File: src/rtl/audio_clkgen_pkg.sv
// Shared constants, rate encoding, FSM states and divisor lookup for the
// WM8731 slave-mode clock generator.
package audio_clkgen_pkg;

  localparam int HALF_48K    = 4;   // 24.576 MHz / 8  = 3.072 MHz BCLK
  localparam int HALF_32K    = 6;
  localparam int HALF_8K     = 24;
  localparam int FRAME_BCLKS = 64;  // 32 left + 32 right, power of two
  localparam int BIT_W       = $clog2(FRAME_BCLKS);
  localparam int CNT_W       = 5;   // wide enough for the largest half-period

  localparam logic [1:0] RATE_48K = 2'd0;
  localparam logic [1:0] RATE_32K = 2'd1;
  localparam logic [1:0] RATE_8K  = 2'd2;

  typedef enum logic [1:0] {IDLE, RUN, DRAIN} state_t;

  // Clk cycles per BCLK half-period for a (normalised) rate code.
  function automatic logic [CNT_W-1:0] half_period(input logic [1:0] rate);
    case (rate)
      RATE_32K: half_period = CNT_W'(HALF_32K);
      RATE_8K:  half_period = CNT_W'(HALF_8K);
      default:  half_period = CNT_W'(HALF_48K);
    endcase
  endfunction

  // The reserved code runs as 48k and is reported as such.
  function automatic logic [1:0] rate_norm(input logic [1:0] rate);
    rate_norm = (rate == 2'd3) ? RATE_48K : rate;
  endfunction

endpackage

File: src/rtl/audio_clkgen_div.sv
// Loadable half-period divider: toggles its output every 'half' clks while
// running and flags the clk on which the output falls.
module audio_clkgen_div
  import audio_clkgen_pkg::*;
(
  input  logic             clk,
  input  logic             rst,
  input  logic             run,
  input  logic             clear,
  input  logic [CNT_W-1:0] half,
  output logic             tgl,
  output logic             fall
);

  logic [CNT_W-1:0] cnt;
  logic             tc;

  assign tc   = run && (cnt == half - 1'b1);
  assign fall = tc && tgl;

  // Count to terminal, then toggle; clear parks the output low at phase 0.
  always_ff @(posedge clk or posedge rst) begin
    if (rst) begin
      cnt <= '0;
      tgl <= 1'b0;
    end else if (clear) begin
      cnt <= '0;
      tgl <= 1'b0;
    end else if (tc) begin
      cnt <= '0;
      tgl <= ~tgl;
    end else if (run) begin
      cnt <= cnt + 1'b1;
    end
  end

endmodule

File: src/rtl/audio_codec_clkgen.sv
// WM8731 slave-mode clock generator: XCK, BCLK, shared LRCK, frame strobe,
// bit index and frame-aligned start/stop and rate switching.
module audio_codec_clkgen
  import audio_clkgen_pkg::*;
(
  input  logic             clk,
  input  logic             reset,
  input  logic             enable,
  input  logic [1:0]       rate_sel,
  output logic             xck,
  output logic             bclk,
  output logic             lrck,
  output logic             frame_start,
  output logic [BIT_W-1:0] bit_index,
  output logic             active,
  output logic [1:0]       rate_cur
);

  state_t           state, state_nxt;
  logic             start, fall, wrap, to_idle;
  logic [BIT_W-1:0] bit_nxt;

  assign bit_nxt = bit_index + 1'b1;
  assign wrap    = fall && (bit_index == BIT_W'(FRAME_BCLKS - 1));
  assign to_idle = (state_nxt == IDLE);

  // Codec MCLK runs whenever out of reset so I2C setup can proceed.
  always_ff @(posedge clk or posedge reset) begin
    if (reset) xck <= 1'b0;
    else       xck <= ~xck;
  end

  // State register.
  always_ff @(posedge clk or posedge reset) begin
    if (reset) state <= IDLE;
    else       state <= state_nxt;
  end

  // Next state: stop requests only take effect on a frame boundary.
  always_comb begin
    state_nxt = state;
    start     = 1'b0;
    case (state)
      IDLE: if (enable) begin
        state_nxt = RUN;
        start     = 1'b1;
      end
      RUN:   if (!enable) state_nxt = DRAIN;
      DRAIN: begin
        if (enable)    state_nxt = RUN;
        else if (wrap) state_nxt = IDLE;
      end
      default: state_nxt = IDLE;
    endcase
  end

  audio_clkgen_div u_div (
    .clk   (clk),
    .rst   (reset),
    .run   (state != IDLE),
    .clear (state == IDLE || to_idle),
    .half  (half_period(rate_cur)),
    .tgl   (bclk),
    .fall  (fall)
  );

  // Bit counter, LRCK and rate latch advance on BCLK falling edges only.
  always_ff @(posedge clk or posedge reset) begin
    if (reset) begin
      frame_start <= 1'b0;
      active      <= 1'b0;
      bit_index   <= '0;
      lrck        <= 1'b0;
      rate_cur    <= RATE_48K;
    end else begin
      frame_start <= start || (wrap && !to_idle);
      active      <= !to_idle;
      if (start) begin
        rate_cur  <= rate_norm(rate_sel);
        bit_index <= '0;
        lrck      <= 1'b0;
      end else if (to_idle) begin
        bit_index <= '0;
        lrck      <= 1'b0;
      end else if (fall) begin
        bit_index <= bit_nxt;
        lrck      <= bit_nxt[BIT_W-1];
        if (wrap) rate_cur <= rate_norm(rate_sel);
      end
    end
  end

endmodule
File: config.mk
export PLATFORM = sky130hd
export DESIGN_NAME = audio_codec_clkgen
export DESIGN_NICKNAME = d
export VERILOG_FILES = /design/src/rtl/audio_clkgen_pkg.sv /design/src/rtl/audio_clkgen_div.sv /design/src/rtl/audio_codec_clkgen.sv
export SDC_FILE = /design/constraint.sdc
export NUM_CORES = 1
export LEC_CHECK = 0
export ABC_AREA = 0
export ABC_CLOCK_PERIOD_IN_PS = 2900
export BUFFER_PORTS_ARGS = -buffer_cell sky130_fd_sc_hd__buf_4
export CAP_MARGIN = 20
export CORE_MARGIN = 5
export CORE_UTILIZATION = 38
export CTS_CLUSTER_DIAMETER = 50
export CTS_CLUSTER_SIZE = 28
export DETAILED_ROUTE_END_ITERATION = 6
export GPL_TIMING_DRIVEN = 0
export HOLD_SLACK_MARGIN = 0.02
export PLACE_DENSITY_LB_ADDON = 0.3
export SYNTH_ARGS = -nofsm -noshare
export SYNTH_HDL_FRONTEND = slang
export SYNTH_HIERARCHICAL = 1
export SYNTH_SLANG_ARGS = --single-unit
export TNS_END_PERCENT = 5
File: constraint.sdc
create_clock -name clk -period 2.9 [get_ports clk]
set_clock_uncertainty 0.2 [all_clocks]
set_input_delay 0.29 -clock clk [delete_from_list [all_inputs] [get_ports clk]]
set_output_delay 0.29 -clock clk [all_outputs]
set_load 0.01 [all_outputs]
==> results.py, run 1 <==
metrics = {
    "run_status": {
        "run_status": "complete, no violations",
    },
    "die": {
        "core-area_um2": 2780,
        "rows": 19,
        "die_x_um": 64.1,
        "dieArea_um2": 4110,
        "die_height_um": 64.1,
        "start_util_pct": 40.0,
        "io_pins": 18,
    },
    "sta": {
        "rsz0062_at_grt": "true",
        "tns_ns": 0,
        "finalWorstSetupSlack_ns": 0.0114,
        "finalMaxSlewViolations": 0,
        "fin_crit_ns": 2.89,
        "hold_viol": 0,
        "setup_viol": 0,
        "fmax_mhz": 346,
        "min_period_over_period_pct": 99.6,
    },
    "setup_path": {
        "arrival_ns": 2.87,
        "worstPathRequired_ns": 2.88,
        "worst_path_max_delay_cell": "dfrtp_1",
        "crit_buf_inv": 2,
        "crit_family": "simple AND/OR/NAND/NOR gates",
        "path_class": "register to register",
        "startpoint_type": "register",
        "path_cells": "inv_2 -> nor2_4 -> inv_2 -> ha_4 -> xnor2_1 -> xnor2_1 -> nor4_4 -> and2_4 -> nand4_1 -> nor3_2 -> o21a_2 -> nand2b_4 -> nor2_4 -> a221o_1",
        "cp_slowest_stage_delay_ns": 0.37,
        "path_max_fanout": 4,
        "cp-end-kind": "register",
    },
    "synth": {
        "synth_top_area_share_pct": 42.7,
        "syn_area_um2": 1110,
        "synth_async_sr_flop_share_pct": 100,
        "yosysWarnings": 6,
        "yosys-top-cells-area": "dfrtp_1, xnor2_1, xor2_1, inv_1, ha_1",
        "synth_cell_type_count": 37,
        "ys_seq_area_share_pct": 42.7,
        "syn_avg_cell_area_um2": 9.94,
        "synthCells": 112,
        "ys_seq_elements": 19,
        "synthTopCellsByCount": "dfrtp_1, inv_1, xnor2_1",
        "synth_edf_count": 0,
        "ys.flop_type": "dfrtp_1",
        "synth.most_common_cell": "dfrtp_1",
        "yosys.area.top_type": "dfrtp_1",
    },
    "route": {
        "via_count": 929,
        "drt_iter0_markers": 15,
        "firstDrtPassIters": 4,
        "ant_nets": 0,
        "drt-total-wl_mm": 2.38,
        "wl_per_cell_um": 13.6,
        "drc": 0,
        "vias_per_cell": 5.31,
    },
    "cells_and_area": {
        "stdcell_count": 175,
        "drive_gt1_share_pct": 35.4,
        "fin_nets": 153,
        "synthToLayoutAreaGrowth_pct": 30.3,
        "diodes": 0,
    },
    "power_and_ir_drop": {
        "p_per_area_nw_per_um2": 442,
        "p_leak_nw": 0.664,
        "p_total_w": 0.000641,
        "ir_drop_mv": 0.315,
    },
    "placement": {
        "gp_congestion": 0.798,
        "dp_cells": 162,
        "pre_cts_ws_ns": -0.554,
        "port_buffers": 17,
        "dp_hpwl_mm": 1.68,
    },
    "job": {
        "cap_violations": 0,
    },
    "cts": {
        "clkTransAtPathRegs_ns": 0.10,
        "clock_latency_ns": 0.29,
        "cts_sinks": 19,
        "root_buffer": "clkbuf_4",
        "cts.htree.levels": 1,
        "cts_buffers": 3,
        "cts_tree": "yes",
        "cts.path.max_buffers": 2,
    },
    "grt": {
        "grt_start_max_net_pins": 14,
        "antenna_found_initial": 0,
        "grtUsageTotal_pct": 12.8,
        "overflow": 0,
        "grt_pass1_vias": 999,
        "grt_pass1_wl_mm": 4.27,
    },
    "worst_hold_path": {
        "min_path_type": "input pin to register",
    },
}
[repair_timing]
item / 4_1_cts / 5_1_grt
pin swaps: 10 / 3
setup buffers: 7 / 1
endpoints found under the setup margin: 15 / 7
hold endpoints to repair: 20 / 0
hold buffers: 2 / 0
cloned: 0 / 0
resized for setup: 7 / 5
[placed cells by master, fill, tap and decap left out, drive strengths merged, types with 3 or more instances in the layout]
master and instances:
buf 26, dfrtp 19, inv 11, nor2 9
xnor2 9, nand2 8, xor2 6, nand3 5
nor3 4, clkbuf 4, nand4 3, nor2b 3
a21oi 3, conb 3, nand2b 3, ha 3
[per-stage QoR]
step	util [%]	hold slack [ns]	instance area (um^2)
final	52.2	0.165	1450
after global routing	52.2	0.159	1450
after CTS	50.8	0.147	1410
after detailed placement	46.7	0.0473	1300
after global placement	46.7	0.0364	1300
after floorplan	-	-0.119	1130
[final timing paths]
path                        startpoint      endpoint  slack (ns)  depth (start not counted)
setup reg to reg           rate_cur[0]  u_div/cnt[3]        0.01                         14
hold reg to reg                    xck           xck        0.23                          1
max in group asynchronous        reset      state[0]        1.78                          3
min in group asynchronous        reset     u_div/tgl        0.28                          3
setup / recovery           rate_cur[0]  u_div/cnt[3]        0.01                         14
hold / removal             rate_sel[0]   rate_cur[1]        0.16                          4
[registers in the layout (all words and copies together) (netlist names)]
signal	flops
lrck	1
state	2
bit_index	5
u_div/tgl	1
rate_cur	2
frame_start	1
active	1
u_div/cnt	5
xck	1
[worst reg2reg max path: cells and delay by family, from the launching register on]
family	cells	cell delay (ns)
flops	1	0.37
xor+xnor	2	0.29
compound gates	2	0.51
buf+inv	2	0.12
fa+ha+maj	1	0.16
simple gates	7	1.13
[routing by layer]
layer / track usage (%) / part of all wire (%) / vias to the layer above
met5: 0 / 0 / -
met4: 4.33 / 0.88 / 0
met3: 2.80 / 4.1 / 2
met2: 22.5 / 54 / 18
met1: 15.3 / 41 / 461
li1: - / - / 448
[power breakdown]
group	switching (W)	internal, W	total (W)
combinational	0.000109	0.000103	0.000212
clock	0.0000772	0.0000534	0.000131
sequential	0.0000174	0.000282	0.000299
[logic make-up after synthesis]
family / share of synthesized area, %
AO/OA/AOI/OAI: 9.89
XOR/XNOR: 11.8
adder cells (fa/ha/maj): 4.38
buffers and inverters: 5.39
flip-flops: 42.7
multiplexers: 2.92
other: 0.337
AND/OR/NAND/NOR: 22.6
[final cells by class]
class                      instances  area, um^2
clock buffer                       4        26.3
timing repair buffer              27         208
fill                             260        1330
inverter                          11        41.3
multi-input combinational         82         654
buffer                             1        7.51
tap                               31        38.8
sequential                        19         475
Note: power is estimated with default switching activity, not from simulation.
==> inputs of run 2 (changes only) <==
--- a/config.mk
+++ b/config.mk
@@ -9,6 +9,9 @@
 export ABC_CLOCK_PERIOD_IN_PS = 2900
 export BUFFER_PORTS_ARGS = -buffer_cell sky130_fd_sc_hd__buf_4
 export CAP_MARGIN = 20
+export CELL_PAD_IN_SITES_DETAIL_PLACEMENT = 1
+export CELL_PAD_IN_SITES_GLOBAL_PLACEMENT = 1
+export CORE_ASPECT_RATIO = 0.5
 export CORE_MARGIN = 5
 export CORE_UTILIZATION = 38
 export CTS_CLUSTER_DIAMETER = 50
==> run 2 against run 1 <==
Effect of this change: the run now ends with setup timing left; sequential power is essentially flat; sequential share of layout area fell by 0.45 points; core utilization up 2.3 points; register-to-register slack got worse by 0.02 ns; hold slack worse by 0.12 ns; final cell count increased by 2.3%; via count is 4.2% lower; cell area grew 1.4%; largest cell class unchanged; highest routed layer unchanged.
==> results.py, run 2 (synthesis gave the netlist of run 1 again) <==
metrics = {
    "run_status": {
        "run_status": "finished, violations left",
        "violations": "setup timing",
    },
    "cells_and_area": {
        "utilization_pct": 54.5,
        "drive_gt1_share_pct": 37.3,
        "diodes": 0,
        "final_common_cell": "buf_4",
        "top_regs": "bit_index: 5 flops, u_div/cnt: 5 flops",
        "fin_nets": 151,
        "stdcell_count": 179,
        "synthToLayoutAreaGrowth_pct": 32.1,
        "fill_cells": 334,
        "layout_common_cells": "buf_4, dfrtp_1, inv_1",
    },
    "route": {
        "wl_per_cell_um": 15.1,
        "drc": 0,
        "drt-total-wl_mm": 2.70,
        "met1_length_mm": 1.21,
        "drt_iter0_markers": 14,
        "vias_per_cell": 4.97,
        "firstDrtPassIters": 4,
        "via_count": 890,
        "ant_nets": 0,
        "dr_wl_met3_um": 64,
        "wl_met2_mm": 1.40,
        "top_layer_used": "met4",
    },
    "die": {
        "io_pins": 18,
        "die_x_um": 86.6,
        "core-area_um2": 2700,
        "die_height_um": 48.3,
        "start_util_pct": 41.2,
        "dieArea_um2": 4180,
        "rows": 13,
    },
    "cts": {
        "clock_latency_ns": 0.25,
        "cts.htree.levels": 1,
        "root_buffer": "clkbuf_8",
        "cts_tree": "yes",
        "cts_sinks": 19,
        "clkTransAtPathRegs_ns": 0.07,
        "cts.path.max_buffers": 2,
        "cts_buffers": 3,
    },
    "setup_path": {
        "worstPathRequired_ns": 2.84,
        "startpoint_type": "register",
        "worstSetupStartpoint": "rate_cur[1]",
        "path_max_fanout": 4,
        "cp-end-kind": "register",
        "cp_slowest_stage_delay_ns": 0.42,
        "r2r_end": "u_div/cnt[3]",
        "path_class": "register to register",
        "crit_buf_inv": 2,
        "r2r_start": "rate_cur[1]",
        "path_cells": "buf_4 -> nand2_4 -> inv_2 -> nor3b_2 -> xnor2_1 -> nor4_4 -> and2_4 -> nand4_1 -> nor3_2 -> o21a_2 -> nand2b_4 -> nor2_4 -> a221o_1",
        "worst_path_max_delay_cell": "dfrtp_1",
        "crit_family": "simple AND/OR/NAND/NOR gates",
        "r2r.worst_path.cells": 13,
        "r2r_slack_ns": -0.004,
        "arrival_ns": 2.84,
    },
    "sta": {
        "worst_pin_slew_ns": 0.525,
        "hold_viol": 0,
        "slew_headroom_pct": 65.0,
        "fin_crit_ns": 2.90,
        "setup_viol": 1,
        "finalWorstSetupSlack_ns": -0.00365,
        "fmax_mhz": 344,
        "finalMaxSlewViolations": 0,
        "min_period_over_period_pct": 100,
        "rsz0062_at_grt": "true",
    },
    "power_and_ir_drop": {
        "ir_drop_mv": 0.254,
        "p_per_area_nw_per_um2": 479,
        "p_leak_nw": 0.665,
        "p_total_w": 0.000705,
    },
    "grt": {
        "grt_pass1_wl_mm": 4.53,
        "grt_start_max_net_pins": 14,
        "grtUsageTotal_pct": 14.6,
        "overflow": 0,
        "antenna_found_initial": 0,
        "grt_pass1_vias": 964,
    },
    "job": {
        "cap_violations": 0,
    },
    "worst_hold_path": {
        "min_to": "state[1]",
        "min_from": "enable",
        "min_path_type": "input pin to register",
        "whs_path_depth": 2,
    },
    "placement": {
        "gp_congestion": 0.764,
        "pre_cts_ws_ns": -0.580,
        "port_buffers": 17,
        "dp_cells": 168,
        "dp_hpwl_mm": 1.96,
    },
}
-- run 2: worst max-delay path by stage --
stage	to	slack [ns]	depth (start not counted)
2_1_floorplan	u_div/cnt[3]	-0.21	14
3_3_place_gp	u_div/cnt[3]	-0.49	14
3_5_place_dp	u_div/cnt[3]	-0.58	14
4_1_cts	u_div/cnt[3]	-0.03	14
5_1_grt	u_div/cnt[3]	-0.16	14
6_report	u_div/cnt[3]	-0.004	13
-- run 2: final cells by class --
class | instances | area [um^2] | share of cell area, %
Timing Repair Buffer | 25 | 190 | 12.9
Buffer | 1 | 7.51 | 0.510
Multi-Input combinational cell | 82 | 666 | 45.2
Tap cell | 37 | 46.3 | 3.15
Inverter | 11 | 41.3 | 2.81
Sequential cell | 19 | 475 | 32.3
Clock buffer | 4 | 45.0 | 3.06
-- run 2: report_power, final --
part           switching (W)  internal [W]  total, W
sequential         0.0000185      0.000282  0.000300
clock              0.0000851     0.0000976  0.000183
combinational       0.000116      0.000106  0.000222
-- run 2: repair_timing --
item,4_1_cts,5_1_grt
buffers inserted,7,0
resized for setup,8,6
setup endpoints to repair,15,7
hold endpoints to repair,19,0
hold buffers,1,0
pin swaps,9,1
-- run 2: through the flow --
step	hold WS (ns)	TNS, ns	instance area, um^2
4_1_cts	0.0201	-0.0284	1440
3_3_place_gp	0.0277	-2.34	1310
3_5_place_dp	0.0368	-3.68	1310
2_1_floorplan	-0.119	-0.768	1130
5_1_grt	0.0397	-0.564	1470
6_report	0.0411	-0.00365	1470
-- run 2: per-layer routing --
| layer | vias up | GRT usage [%] |
|---|---|---|
| met4 | 0 | 4.66 |
| met3 | 4 | 4.22 |
| met5 | - | 0 |
| li1 | 435 | - |
| met1 | 438 | 16.4 |
| met2 | 13 | 28.1 |
==> inputs of run 3 (changes only) <==
--- a/config.mk
+++ b/config.mk
@@ -7,16 +7,16 @@
 export LEC_CHECK = 0
 export ABC_AREA = 0
 export ABC_CLOCK_PERIOD_IN_PS = 2900
-export BUFFER_PORTS_ARGS = -buffer_cell sky130_fd_sc_hd__buf_4
 export CAP_MARGIN = 20
 export CELL_PAD_IN_SITES_DETAIL_PLACEMENT = 1
 export CELL_PAD_IN_SITES_GLOBAL_PLACEMENT = 1
 export CORE_ASPECT_RATIO = 0.5
 export CORE_MARGIN = 5
-export CORE_UTILIZATION = 38
+export CORE_UTILIZATION = 42
 export CTS_CLUSTER_DIAMETER = 50
 export CTS_CLUSTER_SIZE = 28
 export DETAILED_ROUTE_END_ITERATION = 6
+export DONT_BUFFER_PORTS = 1
 export GPL_TIMING_DRIVEN = 0
 export HOLD_SLACK_MARGIN = 0.02
 export PLACE_DENSITY_LB_ADDON = 0.3
==> run 3 against run 2 <==
Effect of this change: the run still ends with setup timing left; maximum frequency decreased by 7.9%; sequential power increased by 5%; non-clock buffer count decreased by 13; cell area decreased by 3.3%; setup slack got worse by 0.25 ns; critical path depth unchanged.
==> results.py, run 3 (synthesis gave the netlist of run 1 again) <==
metrics = {
    "run_status": {
        "run_status": "finished, violations left",
        "violations": "setup timing",
    },
    "placement": {
        "dp_cells": 151,
        "dp_hpwl_mm": 1.76,
        "port_buffers": 0,
        "gp_congestion": 0.750,
    },
    "sta": {
        "min_period_over_period_pct": 109,
        "setup_viol": 6,
        "hold_viol": 0,
        "fin_crit_ns": 3.15,
        "finalWorstSetupSlack_ns": -0.254,
        "tns_ns": -1.19,
        "worst_pin_slew_ns": 0.501,
        "slew_headroom_pct": 66.6,
        "fmax_mhz": 317,
        "finalMaxSlewViolations": 0,
        "rsz0062_at_grt": "true",
    },
    "route": {
        "via_count": 877,
        "vias_per_cell": 5.28,
        "drc": 0,
        "drt-total-wl_mm": 2.84,
        "wl_per_cell_um": 17.1,
        "drt_iter0_markers": 35,
        "ant_nets": 0,
        "firstDrtPassIters": 4,
    },
    "cts": {
        "cts_buffers": 3,
        "clock_latency_ns": 0.26,
        "clkTransAtPathRegs_ns": 0.07,
        "root_buffer": "clkbuf_8",
        "cts.htree.levels": 1,
        "cts.path.max_buffers": 2,
        "cts_tree": "yes",
        "cts_sinks": 19,
    },
    "power_and_ir_drop": {
        "switching_share_pct": 32.9,
        "p_total_w": 0.000725,
        "seq_power_share_pct": 43.3,
        "switchingPower_w": 0.000238,
        "p_int_w": 0.000486,
        "p_leak_nw": 0.612,
        "ir_drop_mv": 0.264,
        "pwr-share-clk_pct": 25.8,
        "p_per_area_nw_per_um2": 509,
        "pwr-share-comb_pct": 30.9,
    },
    "worst_hold_path": {
        "whs_path_depth": 3,
        "min_path_type": "input pin to register",
        "min_from": "rate_sel[1]",
    },
    "setup_path": {
        "r2r.worst_path.cells": 13,
        "worstSetupStartpoint": "rate_cur[1]",
        "r2r_start": "rate_cur[1]",
        "path_max_fanout": 5,
        "cp-end-kind": "register",
        "worstPathRequired_ns": 2.84,
        "path_class": "register to register",
        "arrival_ns": 3.09,
        "startpoint_type": "register",
    },
    "cells_and_area": {
        "top_regs": "bit_index: 5 flops, u_div/cnt: 5 flops",
        "diodes": 0,
        "layout_common_cells": "dfrtp_1, buf_4, inv_1, nand2_1, nor2_1",
        "utilization_pct": 55.4,
        "drive_gt1_share_pct": 32.6,
        "synthToLayoutAreaGrowth_pct": 27.8,
        "fin_nets": 138,
        "stdcell_count": 166,
        "final_common_cell": "dfrtp_1",
    },
    "die": {
        "rows": 13,
        "core-area_um2": 2570,
        "start_util_pct": 43.3,
        "die_x_um": 82.8,
        "die_height_um": 46.4,
        "io_pins": 18,
        "dieArea_um2": 3840,
    },
    "grt": {
        "overflow": 0,
        "grt_pass1_wl_mm": 4.38,
        "antenna_found_initial": 0,
        "grt_pass1_vias": 932,
        "grtUsageTotal_pct": 14.8,
        "grt_start_max_net_pins": 14,
    },
    "job": {
        "cap_violations": 0,
    },
}
## run 3: final timing paths
check	end	slack [ns]
setup / recovery	u_div/cnt[3]	-0.25
hold / removal	rate_cur[0]	0.12
setup reg to reg	u_div/cnt[3]	-0.25
hold reg to reg	xck	0.29
max in group asynchronous	rate_cur[1]	1.81
min in group asynchronous	u_div/tgl	0.22
## run 3: power groups by stage
stage | combinational [W] | clock [W] | sequential [W]
after CTS | 0.000169 | 0.000191 | 0.000309
after floorplan | 0.000117 | 0 | 0.000306
final | 0.000224 | 0.000187 | 0.000314
after global placement | 0.000134 | 0 | 0.000311
after detailed placement | 0.000139 | 0 | 0.000312
after global routing | 0.000242 | 0.000201 | 0.000317
## run 3: final cells by class
class	instances	area [um^2]
Fill cell	298	1150
Tap cell	37	46.3
Clock inverter	1	5.00
Inverter	11	43.8
Sequential cell	19	477
Timing Repair Buffer	12	98.8
Multi-Input combinational cell	82	703
Clock buffer	3	41.3
Buffer	1	7.51
## run 3: metrics by stage
step	setup WS [ns]	instance area (um^2)	hold WS (ns)
6_report	-0.254	1420	0.124
3_5_place_dp	-0.652	1180	-0.0867
4_1_cts	-0.210	1320	0.115
2_1_floorplan	-0.209	1130	-0.119
5_1_grt	-0.381	1420	0.143
3_3_place_gp	-0.532	1180	-0.0934
## run 3: timing repair
item                                   4_1_cts  5_1_grt
setup buffers                                7        3
gates cloned                                 0        0
hold buffers                                 2        0
pin swaps                                    9       11
setup endpoints to repair                   16       13
gates resized for setup                      7       14
endpoints found under the hold margin       22        0
## run 3: metal layers
| layer | share of wire, % | vias to the layer above | track usage (%) |
|---|---|---|---|
| met3 | 4.3 | 8 | 4.29 |
| met4 | 2.5 | 0 | 4.89 |
| met1 | 42 | 439 | 17.0 |
| li1 | - | 413 | - |
| met2 | 51 | 17 | 27.5 |
| met5 | 0 | - | 0 |
## run 3: critical path, cell delays in order, from the launching register on
cell	delay, ns
dfrtp_2	0.51
nor2_4	0.16
inv_2	0.06
ha_4	0.18
xnor2_4	0.13
xnor2_2	0.16
nor4_4	0.34
and2_4	0.23
nand4_1	0.16
nor3_2	0.21
o21a_2	0.18
nand2b_4	0.15
nor2_4	0.05
a221o_1	0.32
